--- config.mk ---
export PLATFORM = sky130hd
export DESIGN_NAME = uart_tx_arbiter
export DESIGN_NICKNAME = d
export VERILOG_FILES = /design/src/rtl/uart_pkg.sv /design/src/rtl/rr_pick.sv /design/src/rtl/uart_tx_arbiter.sv
export SDC_FILE = /design/constraint.sdc
export NUM_CORES = 1
export LEC_CHECK = 0
export CAP_MARGIN = 10
export CORE_ASPECT_RATIO = 2
export CORE_MARGIN = 2
export CORE_UTILIZATION = 41
export DETAILED_ROUTE_END_ITERATION = 16
export PLACE_DENSITY = 0.8
export SETUP_SLACK_MARGIN = 0.15
export SLEW_MARGIN = 20
export SYNTH_ARGS = -nofsm -noshare
export SYNTH_HDL_FRONTEND = slang
export SYNTH_SLANG_ARGS = --single-unit
--- constraint.sdc ---
create_clock -name clock -period 7.25 [get_ports clock]
set_input_delay 0.725 -clock clock [delete_from_list [all_inputs] [get_ports clock]]
set_output_delay 0.725 -clock clock [all_outputs]
set_load 0.02 [all_outputs]
--- src/rtl/uart_pkg.sv ---
// Shared definitions for the UART transmit arbiter: FSM encodings and default byte width.
package uart_pkg;

    typedef enum logic [1:0] {
        ST_IDLE   = 2'd0,
        ST_LAUNCH = 2'd1,
        ST_WAIT   = 2'd2
    } state_t;

    localparam int DEF_DATA_W = 8;

endpackage

--- src/rtl/rr_pick.sv ---
// Round-robin winner select: rotate requests so rr_ptr sits at bit 0,
// take the lowest set bit, then rotate the index back.
module rr_pick #(
    parameter int N_REQ = 4,
    localparam int IDX_W = (N_REQ > 1) ? $clog2(N_REQ) : 1
) (
    input  logic [N_REQ-1:0] req,
    input  logic [IDX_W-1:0] rr_ptr,
    output logic [N_REQ-1:0] win,
    output logic [IDX_W-1:0] win_idx
);

    localparam logic [N_REQ-1:0] ONE_HOT0 = {{(N_REQ-1){1'b0}}, 1'b1};

    logic [N_REQ-1:0] rot_s;
    logic [IDX_W-1:0] rot_idx_s;

    function automatic logic [IDX_W-1:0] wrap_idx(input int a);
        return IDX_W'(a % N_REQ);
    endfunction

    // Rotate, priority-encode from the bottom, and map the winner back to an absolute index.
    always_comb begin
        rot_s     = '0;
        rot_idx_s = '0;
        for (int i = 0; i < N_REQ; i++) begin
            rot_s[i] = req[wrap_idx(i + int'(rr_ptr))];
        end
        // Scan downward so the lowest set bit is the one left standing.
        for (int i = N_REQ - 1; i >= 0; i--) begin
            rot_idx_s = rot_s[i] ? IDX_W'(i) : rot_idx_s;
        end
        win_idx = wrap_idx(int'(rot_idx_s) + int'(rr_ptr));
        win     = (|req) ? (ONE_HOT0 << win_idx) : '0;
    end

endmodule

--- src/rtl/uart_tx_arbiter.sv ---
// Shares one UART transmitter among N_REQ byte sources with round-robin fairness;
// the grant is held from capture until the transmitter reports the frame done.
module uart_tx_arbiter
    import uart_pkg::*;
#(
    parameter int N_REQ  = 4,
    parameter int DATA_W = DEF_DATA_W
) (
    input  logic                    clock,
    input  logic                    reset,
    input  logic [N_REQ-1:0]        req,
    input  logic [N_REQ*DATA_W-1:0] data_in,
    output logic [N_REQ-1:0]        gnt,
    output logic [N_REQ-1:0]        ack,
    output logic [DATA_W-1:0]       tx_data,
    output logic                    tx_start,
    input  logic                    tx_busy,
    input  logic                    tx_done
);

    localparam int IDX_W = (N_REQ > 1) ? $clog2(N_REQ) : 1;

    state_t            state_r;
    logic [IDX_W-1:0]  rr_ptr_r;
    logic [IDX_W-1:0]  win_idx_r;
    logic [N_REQ-1:0]  win_s;
    logic [IDX_W-1:0]  win_idx_s;
    logic [DATA_W-1:0] sel_data_s;
    logic [IDX_W-1:0]  next_ptr_s;

    rr_pick #(.N_REQ(N_REQ)) u_rr_pick (
        .req     (req),
        .rr_ptr  (rr_ptr_r),
        .win     (win_s),
        .win_idx (win_idx_s)
    );

    // Byte mux for the current winner and the pointer value that follows the granted index.
    always_comb begin
        sel_data_s = '0;
        for (int i = 0; i < N_REQ; i++) begin
            sel_data_s = (win_idx_s == IDX_W'(i)) ? data_in[i*DATA_W +: DATA_W] : sel_data_s;
        end
        next_ptr_s = (win_idx_r == IDX_W'(N_REQ - 1)) ? '0 : win_idx_r + IDX_W'(1);
    end

    // Arbiter FSM with grant, byte and pointer registers.
    always_ff @(posedge clock) begin
        if (reset) begin
            state_r   <= ST_IDLE;
            rr_ptr_r  <= '0;
            win_idx_r <= '0;
            gnt       <= '0;
            tx_data   <= '0;
        end else begin
            case (state_r)
                ST_IDLE: begin
                    if (|req) begin
                        gnt       <= win_s;
                        tx_data   <= sel_data_s;
                        win_idx_r <= win_idx_s;
                        state_r   <= ST_LAUNCH;
                    end else begin
                        gnt       <= '0;
                    end
                end
                ST_LAUNCH: begin
                    if (!tx_busy) begin
                        state_r <= ST_WAIT;
                    end else begin
                        state_r <= ST_LAUNCH;
                    end
                end
                ST_WAIT: begin
                    // tx_done is honoured only here; pulses seen elsewhere are stale.
                    if (tx_done) begin
                        gnt      <= '0;
                        rr_ptr_r <= next_ptr_s;
                        state_r  <= ST_IDLE;
                    end else begin
                        state_r  <= ST_WAIT;
                    end
                end
                default: begin
                    gnt     <= '0;
                    state_r <= ST_IDLE;
                end
            endcase
        end
    end

    assign tx_start = (state_r == ST_LAUNCH) && !tx_busy;
    assign ack      = ((state_r == ST_WAIT) && tx_done) ? gnt : '0;

endmodule

==> impl_results.md, run 1 <==
* Latest clock arrival within the worst-skew pair at 0.25 ns
* Height of the chip at 80.87 um
* Number of detailed-route iterations in the first pass at 4
* Hold violation total from the final report at 0
* Unrepaired setup endpoints after global routing: no
* Pin count of the biggest net entering global routing at 20
* Fraction of post-synthesis cell area in the top cell type by area at 29.75%
* Gate Count Post-Synth at 127
* Initial standard-cell utilization of the core at 43.72%
* Minimum clock period after layout at 3.317 ns
* Number of global-route vias before repair at 1235
* Number of vias after detailed routing at 1160
* Setup Crit Path Kind: primary input to register
* Post-DP HPWL at 2615 um
* H-tree levels at 1
* Nets in the synthesized netlist at 169
* Drt via density at 5.631
* Worst setup margin at 3.933 ns
* Layout area overhead at 48.14%
* Power per cell area at 159.9 nW/um^2
* Leakage power total at 0.7409 nW
* Largest driver fanout on the critical path at 12
* Number of gates resized after CTS at 0
* Sequence of cells on the critical path: clkdlybuf4s50_1 > inv_1 > and3_2 > o21ai_0 > o2111ai_1 > ha_1 > xnor2_1 > xnor2_2 > mux4_1 > a21o_1
* DR WL/cell at 16.03 um
* Fraction of final layout cells sized beyond drive strength 1 at 5.085%
* Arr. time, crit path at 3.46 ns
* Met2 layer usage reported by global route at 41.38%
* Ports placed on the boundary at 57
* Cell area after placement at 1753 um^2
* Classification of the worst-slack hold path: register to register
* Global-route wire length before repair at 5602 um
* Fmax at 301.5 MHz
* Slowest cell on the critical path: sky130_fd_sc_hd__clkdlybuf4s50_1
* Sequential cell area at 360.3 um^2
* Number of warnings printed during yosys synthesis at 0
* Number of CTS-inserted buffers at 3
* Met3 capacity usage during global routing at 3.556%
* Max stage delay on crit path at 0.55 ns
* Kind of end point of the critical path: register
* Number of DRC violations after detailed-routing iteration 0 at 15
* Setup slack after placement at 3.663 ns
* Cell row count at 27
* Max-slew headroom at 46.16%
* Top post-synthesis cells by count: 21 x sky130_fd_sc_hd__nor2_1, 18 x sky130_fd_sc_hd__dfxtp_1, 9 x sky130_fd_sc_hd__nand2_1
* Number of cells on the worst hold path at 2
* Syn_area_per_cell at 9.537 um^2
* DRC violations left at 0
* Skew final at 0.002342 ns
* Routed Antenna Nets at 0
* Setup TNS at 0 ns
* Post-CTS Hold Buffers at 0
* Final Wtd Congestion at 0.7088
* All-Layer GR Usage at 21.11%
* Number of enable flip-flop cells after synthesis at 0
* Depth of the worst register-to-register path at 7
* Most common flop cell mapped by yosys: sky130_fd_sc_hd__dfxtp_1
* Clk slew on worst S/H paths at 0.07 ns
* Antenna violations before repair at 0
* Final instance area at 1794 um^2
* Synth Register Bits at 18
* Number of port buffers at 56
* Cell types occupying the most area after synthesis: sky130_fd_sc_hd__dfxtp_1 30%, sky130_fd_sc_hd__mux4_1 15%, sky130_fd_sc_hd__nor2_1 6.5%, sky130_fd_sc_hd__a21o_1 4.3%, sky130_fd_sc_hd__nor3b_1 4.3%
* Total setup violations reported at the end of the flow at 0
* Setup repair bufs after CTS at 0
* GRT Residual Overflow at 0
* Multi-input gate area at 784.5 um^2
* Unique masters post-synth at 40
* Final slew viol count at 0
* Max cap viols at 0
* Layout filler cell count at 239
* Cell type with the largest total area after synthesis: sky130_fd_sc_hd__dfxtp_1
* Die footprint at 3431 um^2
* Final layout net count at 221
* CTS sink count at 18
* Final cycle utilization of the critical path at 45.75%
* Transition time of the tightest slew-check pin at 0.8051 ns
* Core outline area at 2770 um^2
* Outcome: complete, no violations
* Antenna Diode Count at 0
* Share of synthesized flip-flops with an asynchronous set or reset at 0%
* Worst path required time at 7.39 ns
* Sequential cell area fraction in the yosys report at 29.75%
* Root cell of the clock tree: sky130_fd_sc_hd__clkbuf_8
* Clock tree from TritonCTS: yes
* Met1 track demand over resource at 21.58%
* Clk buf depth at 2
* Count leader, synth: sky130_fd_sc_hd__nor2_1
* Cell area after technology mapping at 1211 um^2
* Sort of element at the start of the critical path: primary input
* VDD IR-drop max at 0.09986 mV
* Die X at 42.43 um
* Final wirelength at 3302 um
* GRT busiest layer: met2
## area by class of cell
type | count | share of cell area, %
Multi-Input combinational cell | 98 | 43.72
Clock buffer | 3 | 2.301
Inverter | 1 | 0.2092
Timing Repair Buffer | 57 | 31.66
Sequential cell | 18 | 20.08
Tap cell | 29 | 2.022
## metrics by stage
step / hold WS (ns) / power, mW / util, % / std cells
final: 0.4676 / 0.2868 / 64.77 / 206
after global routing: 0.5129 / 0.3046 / 64.77 / 206
after CTS: 0.4664 / 0.2902 / 64.77 / 206
after detailed placement: 0.4568 / 0.2207 / 63.28 / 203
after global placement: 0.4578 / 0.2173 / 63.28 / 203
after floorplan: 0.4540 / 0.1741 / - / 127
## path summary, 6_finish.rpt
check / from / end / slack (ns)
worst max register to register: rr_ptr_r[0] / tx_data[1] / 4.56
worst min register to register: gnt[2] / gnt[2] / 0.47
worst max-delay path: req[3] / tx_data[1] / 3.93
worst min-delay path: gnt[2] / gnt[2] / 0.47
## flip-flops by register name, summed over array words and instances (netlist names)
name       flops
win_idx_r      2
tx_data        8
state_r        2
rr_ptr_r       2
gnt            4
## worst max-delay path, delay by kind of cell
| kind | cells | cell delay, ns |
|---|---|---|
| AO/OA/AOI/OAI | 3 | 0.48 |
| AND/OR/NAND/NOR | 1 | 0.20 |
| multiplexers | 1 | 0.39 |
| XOR/XNOR | 2 | 0.74 |
| buffers and inverters | 2 | 0.67 |
| adder cells (fa/ha/maj) | 1 | 0.24 |
## cell families after synthesis
logic type,share of synthesized area [%]
and+or+nand+nor,25.10
AOI/OAI and AO/OA,15.50
buffers and inverters,5.474
muxes,19.32
xor gates and xnor gates,2.790
DFF,29.75
adders and majority gates,2.066
## layout by cell type, fill, tap and decap left out, drive strengths merged, types with 3 or more instances in the layout
cell type,count
mux2i,5
clkbuf,3
nand2,9
dfxtp,18
nor3,3
a21o,7
clkdlybuf4s50,56
a21oi,4
mux4,7
and2,4
nor2,21
nor3b,7
or3,3
## power by group
part	internal (mW)	switching [mW]	total (mW)	leakage, nW
Clock	0.0369	0.0318	0.0687	0.0216
Combinational	0.0580	0.0447	0.103	0.571
Sequential	0.109	0.00643	0.115	0.148
## metal layers
metal  part of all wire (%)  routed length [um]
met1                     36                1190
met2                     57                1889
met3                    5.8                 192
met4                   0.88                  29
met5                      0                   0
No activity file was read; power rests on OpenSTA's default activity.
==> inputs of run 2 (changes only) <==
CORE_UTILIZATION = 37   (was 41)
PLACE_DENSITY = 0.76   (was 0.8)
clock period = 2.7 ns   (was 7.25 ns; I/O delays follow)
==> run 2 against run 1 <==
Clock skew about the same. Clock-buffer cell count up 1. Register-to-register slack got worse by 4.3 ns. Largest cell class unchanged. Via count is 3.7% higher. Sequential power grew to 2.7 times the previous value. Sequential share of layout area shrank 1.6 points. Highest routed layer unchanged.
==> impl_results.md, run 2 (synthesis gave the netlist of run 1 again) <==
* Arr. time, crit path at 2.58 ns (-0.88 ns)
* Worst path required time at 2.85 ns (-4.54 ns)
* Ports placed on the boundary at 57 (unchanged)
* Sort of element at the start of the critical path: primary input
* CTS sink count at 18 (unchanged)
* Final layout net count at 234 (+5.9%)
* Kind of end point of the critical path: register
* Setup TNS at 0 ns (unchanged)
* Top flop regs: tx_data x8, gnt x4
* Setup Crit Path Kind: primary input to register
* Number of port buffers at 56 (unchanged)
* WHS at 0.4856 ns (+0.01801 ns)
* Outcome: complete, no violations
* Number of detailed-route iterations in the first pass at 5 (+1)
* Post-CTS Hold Buffers at 0 (unchanged)
* Fmax at 411.0 MHz
* GRT Residual Overflow at 0 (unchanged)
* Antenna violations before repair at 0 (unchanged)
* Max cap viols at 0 (unchanged)
* Total length of routed met3 wires at 214 um (+11%)
* Number of vias after detailed routing at 1203 (+3.7%)
* Root cell of the clock tree: sky130_fd_sc_hd__clkbuf_8
* Height of the chip at 84.91 um (+5.0%)
* Largest driver fanout on the critical path at 8 (-4)
* Number of global-route vias before repair at 1239 (+0.32%)
* Top reg by flops: tx_data
* Classification of the worst-slack hold path: register to register
* Number of CTS-inserted buffers at 3 (unchanged)
* Pin count of the biggest net entering global routing at 20 (unchanged)
* H-tree levels at 1 (unchanged)
* Most frequent cells in the layout: 55 x sky130_fd_sc_hd__clkdlybuf4s50_1, 21 x sky130_fd_sc_hd__nor2_1, 18 x sky130_fd_sc_hd__dfxtp_1
* Clk slew on worst S/H paths at 0.07 ns (about the same)
* Transition time of the tightest slew-check pin at 0.5153 ns (-0.2898 ns)
* Layout filler cell count at 264 (+10%)
* DRC violations left at 0 (unchanged)
* Initial standard-cell utilization of the core at 38.37% (-5.4 points)
* Fraction of final layout cells sized beyond drive strength 1 at 13.09% (+8.0 points)
* Wl on met1 at 1205 um (+1.3%)
* Multi-input gate area at 815.8 um^2 (+4.0%)
* Metal2 WL at 2020 um (+6.9%)
* Clk buf depth at 2 (unchanged)
* Die footprint at 3775 um^2 (+10%)
* Skew final at 0.002314 ns (-0.00002781 ns)
* Core outline area at 3157 um^2 (+14%)
* Die X at 44.46 um (+4.8%)
* Final Wtd Congestion at 0.7404 (+4.5%)
* Clock tree from TritonCTS: yes
* Cell row count at 29 (+7.4%)
* Routed Antenna Nets at 0 (unchanged)
* Setup slack after placement at -0.1752 ns (-3.838 ns)
* Max FFs per register at 8 (unchanged)
* Antenna Diode Count at 0 (unchanged)
* Power per cell area at 429.1 nW/um^2 (+170%)
* Max-slew headroom at 65.52% (+19 points)
* All-Layer GR Usage at 18.54% (-2.6 points)
* Layout area overhead at 60.64%
* Final slew viol count at 0 (unchanged)
* Top Metal Used: met4
* VDD IR-drop max at 0.2582 mV (+160%)
* Latest clock arrival within the worst-skew pair at 0.25 ns (about the same)
* Final cycle utilization of the critical path at 90.11%
* Leakage power total at 0.8207 nW (+11%)
* Final wirelength at 3452 um (+4.5%)
* Post-layout total power at 0.8348 mW (+190%)
* Hold violation total from the final report at 0 (unchanged)
* Global-route wire length before repair at 5388 um (-3.8%)
* Unrepaired setup endpoints after global routing: no
* Drt via density at 5.419 (-3.8%)
* Most common cell after layout, fill and taps aside: sky130_fd_sc_hd__clkdlybuf4s50_1
* Worst setup margin at 0.2671 ns (-3.666 ns)
* Number of DRC violations after detailed-routing iteration 0 at 5 (-10)
* Post-DP HPWL at 2753 um (+5.3%)
* Total setup violations reported at the end of the flow at 0 (unchanged)
* DR WL/cell at 15.55 um (-3.0%)
* Minimum clock period after layout at 2.433 ns
* Sequential cell area at 360.3 um^2 (unchanged)
[run 2: final timing paths]
check | cells past startpoint | start | end | slack, ns
setup / recovery | 11 | req[3] | tx_data[4] | 0.27
hold / removal | 2 | gnt[2] | gnt[2] | 0.49
setup reg to reg | 8 | rr_ptr_r[0] | tx_data[4] | 0.28
hold reg to reg | 2 | gnt[2] | gnt[2] | 0.49
[run 2: critical path, stage by stage]
cell                              delay (ns)
sky130_fd_sc_hd__clkdlybuf4s50_1        0.49
sky130_fd_sc_hd__inv_1                  0.07
sky130_fd_sc_hd__and3_2                 0.18
sky130_fd_sc_hd__o21ai_0                0.16
sky130_fd_sc_hd__o2111ai_1              0.19
sky130_fd_sc_hd__ha_4                   0.24
sky130_fd_sc_hd__xnor2_4                0.14
sky130_fd_sc_hd__xnor2_2                0.19
sky130_fd_sc_hd__buf_6                  0.16
sky130_fd_sc_hd__mux4_1                 0.28
sky130_fd_sc_hd__a21o_1                 0.20
[run 2: routing by layer]
layer | vias to the layer above | global-route usage (%)
met2 | 39 | 37.83
li1 | 598 | -
met1 | 564 | 17.77
met4 | 0 | 4.408
met3 | 2 | 2.553
met5 | - | 0
[run 2: where the power goes]
group / leakage [nW] / internal [mW] / switching, mW
sequential: 0.148 / 0.293 / 0.0178
clock: 0.0288 / 0.130 / 0.0945
combinational: 0.644 / 0.174 / 0.126
total: 0.821 / 0.596 / 0.239
[run 2: timing repair]
item                       CTS  global route
setup endpoints to repair    7            10
pin swaps                    1             1
buffers inserted             1             0
cloned                       0             0
resized for setup            1             5
[run 2: through the flow]
stage	std cells	util [%]	area [um^2]
final	222	61.63	1946
after global routing	222	61.63	1946
after CTS	222	60.52	1911
after detailed placement	217	58.46	1846
after global placement	217	58.46	1846
after floorplan	127	-	1211
[run 2: area by class of cell]
type                    count  share of cell area (%)
clock buffers               4                   2.830
inverters                   1                  0.1929
repair buffers             70                   34.53
well taps                  31                   1.994
multi-input cells          98                   41.93
flip-flops and latches     18                   18.52
